File: config.mk
export PLATFORM = sky130hd
export DESIGN_NAME = ddr3_rd_control_param
export DESIGN_NICKNAME = d
export VERILOG_FILES = /design/src/rtl/ddr3_rd_pkg.sv /design/src/rtl/ddr3_sync_edge.sv /design/src/rtl/ddr3_rd_control_param.sv
export SDC_FILE = /design/constraint.sdc
export NUM_CORES = 1
export LEC_CHECK = 0
export BUFFER_PORTS_ARGS = -buffer_cell sky130_fd_sc_hd__buf_2
export CORE_AREA = 2 2 144 146
export DETAILED_ROUTE_END_ITERATION = 10
export DIE_AREA = 0 0 146 148
export GPL_TIMING_DRIVEN = 0
export MAX_ROUTING_LAYER = met4
export PLACE_DENSITY_LB_ADDON = 0.05
export SETUP_SLACK_MARGIN = 0.15
export SLEW_MARGIN = 0
export SYNTH_ARGS = -nofsm -noshare
export SYNTH_HDL_FRONTEND = slang
export SYNTH_SLANG_ARGS = --single-unit
File: constraint.sdc
create_clock -name clk -period 4.2 [get_ports clk]
set_clock_uncertainty 0.2 [all_clocks]
set_input_delay 0.84 -clock clk [delete_from_list [all_inputs] [get_ports clk]]
set_output_delay 0.84 -clock clk [all_outputs]
set_load 0.1 [all_outputs]
File: src/rtl/ddr3_rd_pkg.sv
// Shared types and default widths for the DDR3 read/fill controllers.
// The FSM state is one-hot; the indices name the bit positions.
package ddr3_rd_pkg;

    localparam int IDLE  = 0;
    localparam int READ  = 1;
    localparam int DRAIN = 2;
    localparam int DONE  = 3;

    localparam int ADDR_W_DEF          = 23;
    localparam int BURST_SHIFT_DEF     = 3;
    localparam int CNT_W_DEF           = 24;
    localparam int MAX_OUTSTANDING_DEF = 32;
    localparam int OUT_W_DEF           = 6;

    typedef enum logic [3:0] {
        ST_IDLE  = 4'(1 << IDLE),
        ST_READ  = 4'(1 << READ),
        ST_DRAIN = 4'(1 << DRAIN),
        ST_DONE  = 4'(1 << DONE)
    } rd_state_e;

endpackage

File: src/rtl/ddr3_sync_edge.sv
// Three-flop synchroniser for an asynchronous level, with a one-cycle
// rising-edge pulse taken between the second and third stages.
module ddr3_sync_edge (
    input  logic clk,
    input  logic reset_n,
    input  logic async_in,
    output logic sync_mid,
    output logic sync_out,
    output logic rise
);

    (* ASYNC_REG = "TRUE" *) logic sync1, sync2, sync3;

    always_ff @(posedge clk) begin
        if (!reset_n) begin
            sync1 <= 1'b0;
            sync2 <= 1'b0;
            sync3 <= 1'b0;
        end else begin
            sync1 <= async_in;
            sync2 <= sync1;
            sync3 <= sync2;
        end
    end

    assign sync_mid = sync2;
    assign sync_out = sync3;
    assign rise     = sync2 & ~sync3;

endmodule

File: src/rtl/ddr3_rd_control_param.sv
// DDR3 read-fill controller: issues a run of burst reads to the MIG app
// interface under a credit limit and forwards returned beats to the READ FIFO.
module ddr3_rd_control_param #(
    parameter int ADDR_W          = 23,
    parameter int BURST_SHIFT     = 3,
    parameter int CNT_W           = 24,
    parameter int MAX_OUTSTANDING = 32,
    parameter int OUT_W           = 6
) (
    input  logic                          clk,
    input  logic                          reset_n,
    input  logic                          acq_enabled,
    input  logic [ADDR_W-1:0]             rd_start_addr,
    input  logic [CNT_W-1:0]              rd_burst_cnt,
    input  logic                          enable_reading,
    output logic                          reading_done,
    output logic                          busy,
    input  logic                          app_rd_data_valid,
    input  logic                          rd_app_rdy,
    output logic                          rd_app_en,
    output logic [ADDR_W+BURST_SHIFT-1:0] ddr3_rd_addr,
    input  logic                          ddr3_rd_fifo_almost_full,
    output logic                          ddr3_rd_fifo_wr_en,
    output logic                          ddr3_rd_fifo_input_tlast,
    output logic [OUT_W-1:0]              outstanding,
    output logic                          rd_error
);

    import ddr3_rd_pkg::*;

    logic              sync2, sync3, start_pulse;
    rd_state_e         state;
    logic [ADDR_W-1:0] address_gen;
    logic [CNT_W-1:0]  addr_cntr, beat_cntr;
    logic [OUT_W-1:0]  out_cnt;
    logic              err_q;
    logic              in_read, accept, ret_ok;

    ddr3_sync_edge u_sync (
        .clk      (clk),
        .reset_n  (reset_n),
        .async_in (enable_reading),
        .sync_mid (sync2),
        .sync_out (sync3),
        .rise     (start_pulse)
    );

    assign in_read = state[READ];
    assign accept  = rd_app_en & rd_app_rdy;
    // A beat only counts against the credit pool if one was actually issued.
    assign ret_ok  = app_rd_data_valid & (out_cnt != '0);

    assign rd_app_en = in_read & ~acq_enabled & (addr_cntr != '0) &
                       ~ddr3_rd_fifo_almost_full &
                       (out_cnt < OUT_W'(MAX_OUTSTANDING));

    assign ddr3_rd_fifo_wr_en       = in_read & ret_ok;
    assign ddr3_rd_fifo_input_tlast = ddr3_rd_fifo_wr_en & (beat_cntr == CNT_W'(1));

    assign ddr3_rd_addr = {address_gen, {BURST_SHIFT{1'b0}}};
    assign outstanding  = out_cnt;
    assign rd_error     = err_q;
    assign reading_done = state[DONE];
    assign busy         = state[READ] | state[DRAIN];

    always_ff @(posedge clk) begin
        if (!reset_n) begin
            address_gen <= '0;
            addr_cntr   <= '0;
            beat_cntr   <= '0;
            out_cnt     <= '0;
            err_q       <= 1'b0;
        end else begin
            if (start_pulse) begin
                address_gen <= rd_start_addr;
                addr_cntr   <= rd_burst_cnt;
            end else if (accept) begin
                address_gen <= address_gen + ADDR_W'(1);
                addr_cntr   <= addr_cntr - CNT_W'(1);
            end

            if (start_pulse)
                beat_cntr <= rd_burst_cnt;
            else if (ddr3_rd_fifo_wr_en)
                beat_cntr <= beat_cntr - CNT_W'(1);

            case ({accept, ret_ok})
                2'b10:   out_cnt <= out_cnt + OUT_W'(1);
                2'b01:   out_cnt <= out_cnt - OUT_W'(1);
                default: ;
            endcase

            if (app_rd_data_valid && out_cnt == '0)
                err_q <= 1'b1;
        end
    end

    always_ff @(posedge clk) begin
        if (!reset_n) begin
            state <= ST_IDLE;
        end else begin
            case (state)
                // sync2 is checked too so a lingering sync3 after an abort cannot restart a fill
                ST_IDLE:
                    if (sync2 && sync3)
                        state <= (beat_cntr != '0) ? ST_READ : ST_DONE;
                ST_READ:
                    if (beat_cntr == '0)
                        state <= ST_DONE;
                    else if (!sync2)
                        state <= (out_cnt != '0) ? ST_DRAIN : ST_IDLE;
                ST_DRAIN:
                    if (out_cnt == '0)
                        state <= ST_IDLE;
                ST_DONE:
                    if (!sync2)
                        state <= ST_IDLE;
                default:
                    state <= ST_IDLE;
            endcase
        end
    end

endmodule

======== Yosys cells after proc, flatten, opt, wreduce, memory -nomap -nowiden ========
Cells that the tools add are included.
storage, ports and cells
  register bits after elaboration ......... 85
  bits of input ports ..................... 54
  output and inout port bits .............. 38
  word-level logic and storage cells ...... 65
cells by class
  $add $sub $neg .......................... 5
  magnitude comparators ................... 1
  equality and inequality tests ........... 11
  muxes and demuxes ....................... 15
  bitwise logic cells ..................... 13
  reductions and logical operators ........ 11
operator list
  operator                 count
  $mux W24                 4
  $reduce_bool A24 Y1      2
  $sub A24 B1 Y24 const B  2
  $mux W23                 2
  $eq A24 B1 Y1 const B    1
  $logic_not A24 Y1        1
  $mux W4                  6
  $add A23 B1 Y23 const B  1
  $pmux W4 S4              1
  $pmux W6 S2              1
  $and A1 B1 Y1            9
  $add A6 B1 Y6 const B    1
  $logic_not A6 Y1         1
  $lt A6 B6 Y1 const B     1
  $ne A2 B2 Y1 const B     3
  $reduce_bool A2 Y1       3
  $reduce_bool A6 Y1       1
  $sub A6 B1 Y6 const B    1
  $eq A4 B1 Y1 const B     1
  $eq A4 B2 Y1 const B     1
  $eq A4 B3 Y1 const B     1
  $eq A4 B4 Y1 const B     1
  $reduce_and A4 Y1        1
  $mux W3                  1
  6 further kinds          9

======== Logic depth before layout (Yosys ltp) ========
  depth after elaboration ................. 8
  gate-level depth with buffers ........... 16
  mapped depth without buffers ............ 14

======== By module ========
A second synthesis with hierarchy kept.
second synthesis, totals
  cells, all modules ...................... 566
  area, all modules ....................... 4,753.3 sq um
by module, submodules not included
  module                 instances  cells an instance  area an instance (sq um)  sequential area each (sq um)
  ddr3_rd_control_param  1          559                4,660.7                   1,641.6
  ddr3_sync_edge         1          7                  92.6                      60.1

======== Worst setup path before layout ========
OpenSTA, ideal clock, no wires.
  path kind ............................... reg2out
  start ................................... register out_cnt[1], in the netlist outstanding[1]
  end ..................................... output port ddr3_rd_fifo_input_tlast
  data arrival time ....................... 3.969 ns
  required time ........................... 3.160 ns
  setup slack ............................. -0.809 ns
  stages on the path, launching flop included .. 4
  buffers on the path ..................... 0
  cells stage by stage .................... dfxtp_1 nor4_1 a21oi_1 and4b_1
between the ends
  cells in the longest elaborated chain, start to end .. 4
RTL lines
  item                    line                         text
  start, declared         ddr3_rd_control_param.sv:35  logic [OUT_W-1:0] out_cnt;
  start signal, assigned  ddr3_rd_control_param.sv:88  2'b10: out_cnt <= out_cnt + OUT_W'(1);
  start signal, assigned  ddr3_rd_control_param.sv:89  2'b01: out_cnt <= out_cnt - OUT_W'(1);
  $reduce_bool A6 Y1      ddr3_rd_control_param.sv:51  assign ret_ok = app_rd_data_valid & (out_cnt != '0);
  $and A1 B1 Y1           ddr3_rd_control_param.sv:51
  $and A1 B1 Y1           ddr3_rd_control_param.sv:57  assign ddr3_rd_fifo_wr_en = in_read & ret_ok;
  net ddr3_rd_fifo_wr_en  ddr3_rd_control_param.sv:23  output logic ddr3_rd_fifo_wr_en,
  $and A1 B1 Y1           ddr3_rd_control_param.sv:58  assign ddr3_rd_fifo_input_tlast = ddr3_rd_fifo_wr_en & (beat_cntr == CNT_W'(1));
  end, declared           ddr3_rd_control_param.sv:24  output logic ddr3_rd_fifo_input_tlast,
The timed path passes the listed nets, and every way through them passes these cells.

======== Final worst setup path ========
  start ................................... register addr_cntr[12]
  end ..................................... output port rd_app_en
between the ends
  cells in the longest elaborated chain, start to end .. 4
RTL lines
  item                        line                         text
  start, declared             ddr3_rd_control_param.sv:34  logic [CNT_W-1:0] addr_cntr, beat_cntr;
  start signal, assigned      ddr3_rd_control_param.sv:76  addr_cntr <= rd_burst_cnt;
  start signal, assigned      ddr3_rd_control_param.sv:79  addr_cntr <= addr_cntr - CNT_W'(1);
  $reduce_bool A24 Y1         ddr3_rd_control_param.sv:53  assign rd_app_en = in_read & ~acq_enabled & (addr_cntr != '0) &
  $and A1 B1 Y1 (2 in a row)  ddr3_rd_control_param.sv:53
  $and A1 B1 Y1               ddr3_rd_control_param.sv:54  ~ddr3_rd_fifo_almost_full &
  end, declared               ddr3_rd_control_param.sv:20  output logic rd_app_en,
No other way between the ends.

==> results.md <==
- The number of clock sinks seen by CTS is between 80 and 90.
- The largest buffer count on any clock path is 2.
- Of all nets on the critical path, the largest fanout is 10.
- The initialized floorplan defines 52 standard-cell rows.
- The number of synthesized flops with an enable pin is 0.
- Summing internal, switching and leakage power gives 2.35 mW.
- The biggest area contributor in the post-synthesis netlist is sky130_fd_sc_hd__dfxtp_1.
- The worst register-to-register path ends at outstanding[4].
- The port buffer count is 88.
- The clock tree synthesis step divided the H-tree into 3 levels.
- The startpoint of the worst hold path is u_sync.sync1.
- The number of antenna violations at the first check in global routing is 0.
- The post-route netlist has approximately a fifth of its cells at a drive strength greater than 1.
- In this run, CTS created clock tree buffers numbering 9.
- After layout, the worst path uses between 90% and 100% of the clock period.
- The global-route congestion overflow total is 0.
- At the pin with the least slew margin, the transition time is 0.888 ns.
- For the worst flop-to-flop path, the logic depth is 15.
- The final wirelength is around 19,000 um.
- The hold slack is 0.240 ns.
- The commonest non-fill, non-tap cell in the layout is sky130_fd_sc_hd__buf_2.
- The cell type with the highest occurrence count on the critical path is sky130_fd_sc_hd__buf_2.
- For this run, the register share of the synthesized area comes to about a third.
- The global-route wire length before repair is roughly 30,000 um.
- The biggest cell delay along the critical path is between 0.5 and 0.6 ns.
- The synthesized design contains 85 register bits.
- After detailed routing, the average wire length per cell comes to 18.9 um.
- The final-report max-slew violation count is 0.
- The first routing iteration left around 250 violations.
- The routed layout has 5,122 vias.
- The critical path arrival is 2.85 ns.
- The global routing's busiest layer is met2.
- The power per standard cell area is ~380 nW/um^2.
- During I/O placement, the number of pins put on the boundary was 92.
- The top cell types in the final layout, fill and taps aside, are sky130_fd_sc_hd__buf_2 (90), sky130_fd_sc_hd__dfxtp_1 (85), sky130_fd_sc_hd__o21ai_0 (56).
- The worst pin sits at a relative slew slack of 40.3%.
- The final setup violation count is 0.
- The floorplan step set the die width to roughly 150 um.
- The critical path endpoint category is an output pin.
- Once the floorplan was initialized, standard cells occupied 24.7% of the core.
- The source-to-sink clock delay at the later pin of the worst-skew pair is 0.35 ns.
- The Yosys step of the flow raised 0 warnings.
- 0 antenna diodes ended up in the layout.
- The count of different cell masters after synthesis is 58.
- The area growth from synthesis to layout is 24.4%.
- After synthesis, the mean cell area works out to 8.06 sq um.
- The number of max-cap violations is 0.
- From bottom edge to top edge, the die measures roughly 150 um.
- The worst setup path is launched from a register.
- The netlist area before placement is 4940 sq um.
- Ranked by total cell area, the synthesized netlist is headed by sky130_fd_sc_hd__dfxtp_1 (34%), sky130_fd_sc_hd__o21ai_0 (5.7%), sky130_fd_sc_hd__a31oi_1 (3.7%).
- The HPWL after detailed placement is roughly 14,000 um.
- The number of hold violations in the final report is 0.
- For this run, design rule violations remaining after detail routing come to 0.
- The floorplan step defined a die boundary enclosing 21,600 sq um.
- The library cell used as clock root buffer is sky130_fd_sc_hd__clkbuf_16.
- The critical path goes through or4_1 -> buf_2 -> nor3_4 -> buf_4 -> nand3_1 -> buf_2 -> and2_1 -> buf_2.
- The placer congestion estimate is slightly above 0.8.
- The post-layout net count is 783.
- Summed over its instances, the top area cell type makes up between 30% and 40% of the synthesized netlist area.
- Synthesis handed over a netlist of between 600 and 700 instances.
- Derived from the worst setup path, the maximum achievable clock frequency is 0.257 GHz.
- The global routing met3 resource utilization is around 3.3%.
- The met2 capacity usage during global routing is 29.7%.
- The count of TritonRoute iterations in the first routing pass is 4.
- The run finished with clean final reports.
- Setup repair after global routing could not meet its margin everywhere.
- Dividing the detail-routed via count by the number of cells gives about 5.2.
- The slowest library cell on the worst path is sky130_fd_sc_hd__or4_1.
- Counting instances, the worst hold path has a depth of 1.
- The worst reg-to-reg setup slack is around 0.35 ns.
- The launch instance of the worst register-to-register path is addr_cntr[12].
- The via count of the first global-routing pass came to between 5,000 and 6,000.
- The class of the tightest hold or removal check is register to register.
- The smallest clock period supported by the final layout is computed as 3.89 ns.
- Entering global routing, the biggest net connects 16 pins.
- The floorplan step defined a core boundary enclosing approximately 20,000 sq um.
- For this design the static power due to leakage is roughly 2.3 nW.
- Counting flops with an async set or reset pin after synthesis yields a share of 0%.
- The worst-case vdd ir drop is 0.000200 V.
- Global routing consumed, on the met1 layer, between 20% and 30% of the routing resources.
- The clock transition at the registers of the reported paths is approximately 0.070 ns.
- The sink of the worst hold path is u_sync.sync_mid.
- The count of nets left with antenna violations once routing finished came out at 0.
- By startpoint and endpoint, the worst setup path is classified as register to output pin.
- The main flop type after synthesis is sky130_fd_sc_hd__dfxtp_1.
- In the final timing run, aggregate negative setup slack is 0 ns.
- Global routing used between 10% and 20% of the available tracks across all layers.
- TritonCTS built the clock tree.
- For the worst setup path, the data required time is approximately 3.2 ns.
## cells in the mapped netlist, types with 5 or more instances
cell type	instances
sky130_fd_sc_hd__and3_1	7
sky130_fd_sc_hd__a211oi_1	14
sky130_fd_sc_hd__nand3_1	22
sky130_fd_sc_hd__ha_1	9
sky130_fd_sc_hd__and4_1	7
sky130_fd_sc_hd__a31oi_1	29
sky130_fd_sc_hd__nor3_1	19
sky130_fd_sc_hd__or2_2	10
sky130_fd_sc_hd__nor4_1	11
sky130_fd_sc_hd__nor3b_1	11
sky130_fd_sc_hd__mux2i_1	5
sky130_fd_sc_hd__or4_1	21
sky130_fd_sc_hd__inv_1	18
sky130_fd_sc_hd__dfxtp_1	85
sky130_fd_sc_hd__nor2_1	31
sky130_fd_sc_hd__nor2b_1	8
sky130_fd_sc_hd__nand4_1	27
sky130_fd_sc_hd__xnor2_1	14
sky130_fd_sc_hd__clkbuf_1	34
sky130_fd_sc_hd__and2_1	11
sky130_fd_sc_hd__nand2_1	31
sky130_fd_sc_hd__a21o_1	5
sky130_fd_sc_hd__o21ai_0	56
sky130_fd_sc_hd__buf_4	5
sky130_fd_sc_hd__a21oi_1	32
sky130_fd_sc_hd__o211ai_1	5
sky130_fd_sc_hd__xor2_1	12
sky130_fd_sc_hd__or3_1	15
sky130_fd_sc_hd__o31ai_1	16
## flip-flops by register name, summed over array words and instances, names as in the netlist
register	flops
beat_cntr	24
u_sync.sync1	1
address_gen	23
u_sync.sync_out	1
state	4
outstanding	6
u_sync.sync_mid	1
rd_error	1
addr_cntr	24
## timing repair
item	CTS	global route
setup buffers	4	1
hold buffers	0	0
endpoints found under the setup margin	6	5
resized for setup	3	10
pin swaps	2	1
## critical path: cells and delay by family, from the launching register on
family        cells  cell delay (ns)
simple gates      4             1.20
buf+inv           4             0.95
flops             1             0.34
## kinds of logic (layout without fill, tap and decap cells)
logic type               after synthesis  in the layout  synth area share (%)
AND/OR/NAND/NOR                      249            249                  29.8
AO/OA/AOI/OAI                        177            177                  22.2
flip-flops                            85             85                  34.4
buffers and inverters                 59            168                  4.91
XOR/XNOR                              26             26                  4.61
adder cells (fa/ha/maj)               10             10                  2.68
multiplexers                           6              6                  1.24
other                                  1              3                0.0759
## through the flow
stage | util [%] | instance area (sq um) | cells | setup WS, ns
finish | 30.7 | 6150 | 994 | 0.313
global route | 30.7 | 6150 | 994 | 0.0741
CTS | 30.5 | 6110 | 993 | 0.117
detailed placement | 28.6 | 5740 | 973 | -0.438
global placement | 28.6 | 5740 | 973 | -0.412
floorplan | - | 4960 | 615 | 0.250
## cell type report
class	instances	area [sq um]
buffer	41	178
clock buffer	9	225
clock inverter	7	98.8
fill	2248	13900
inverter	18	67.6
multi-input combinational	471	3060
sequential	85	1700
tap	270	338
timing repair buffer	93	478
## power by group
group | total [mW] | leakage [nW] | internal [mW] | switching, mW
clock | 0.899 | 0.156 | 0.525 | 0.374
sequential | 0.901 | 0.694 | 0.850 | 0.0512
combinational | 0.552 | 1.40 | 0.163 | 0.389
total | 2.35 | 2.25 | 1.54 | 0.815
## worst max path at each step
stage / startpoint / to / slack, ns / cells past startpoint
after floorplan: outstanding[1] / ddr3_rd_fifo_input_tlast / 0.25 / 3
after detailed placement: acq_enabled / outstanding[5] / -0.44 / 14
after global routing: addr_cntr[5] / outstanding[4] / 0.07 / 15
final: addr_cntr[12] / rd_app_en / 0.31 / 8
after CTS: addr_cntr[12] / outstanding[4] / 0.12 / 15
after global placement: acq_enabled / outstanding[5] / -0.41 / 14
## per-layer routing
| metal | up-vias | part of all wire, % |
|---|---|---|
| li1 | 2542 | - |
| met1 | 2483 | 49 |
| met2 | 89 | 47 |
| met3 | 8 | 2.9 |
| met4 | 0 | 0.74 |
| met5 | - | 0 |
(Power assumes the default switching activity.)
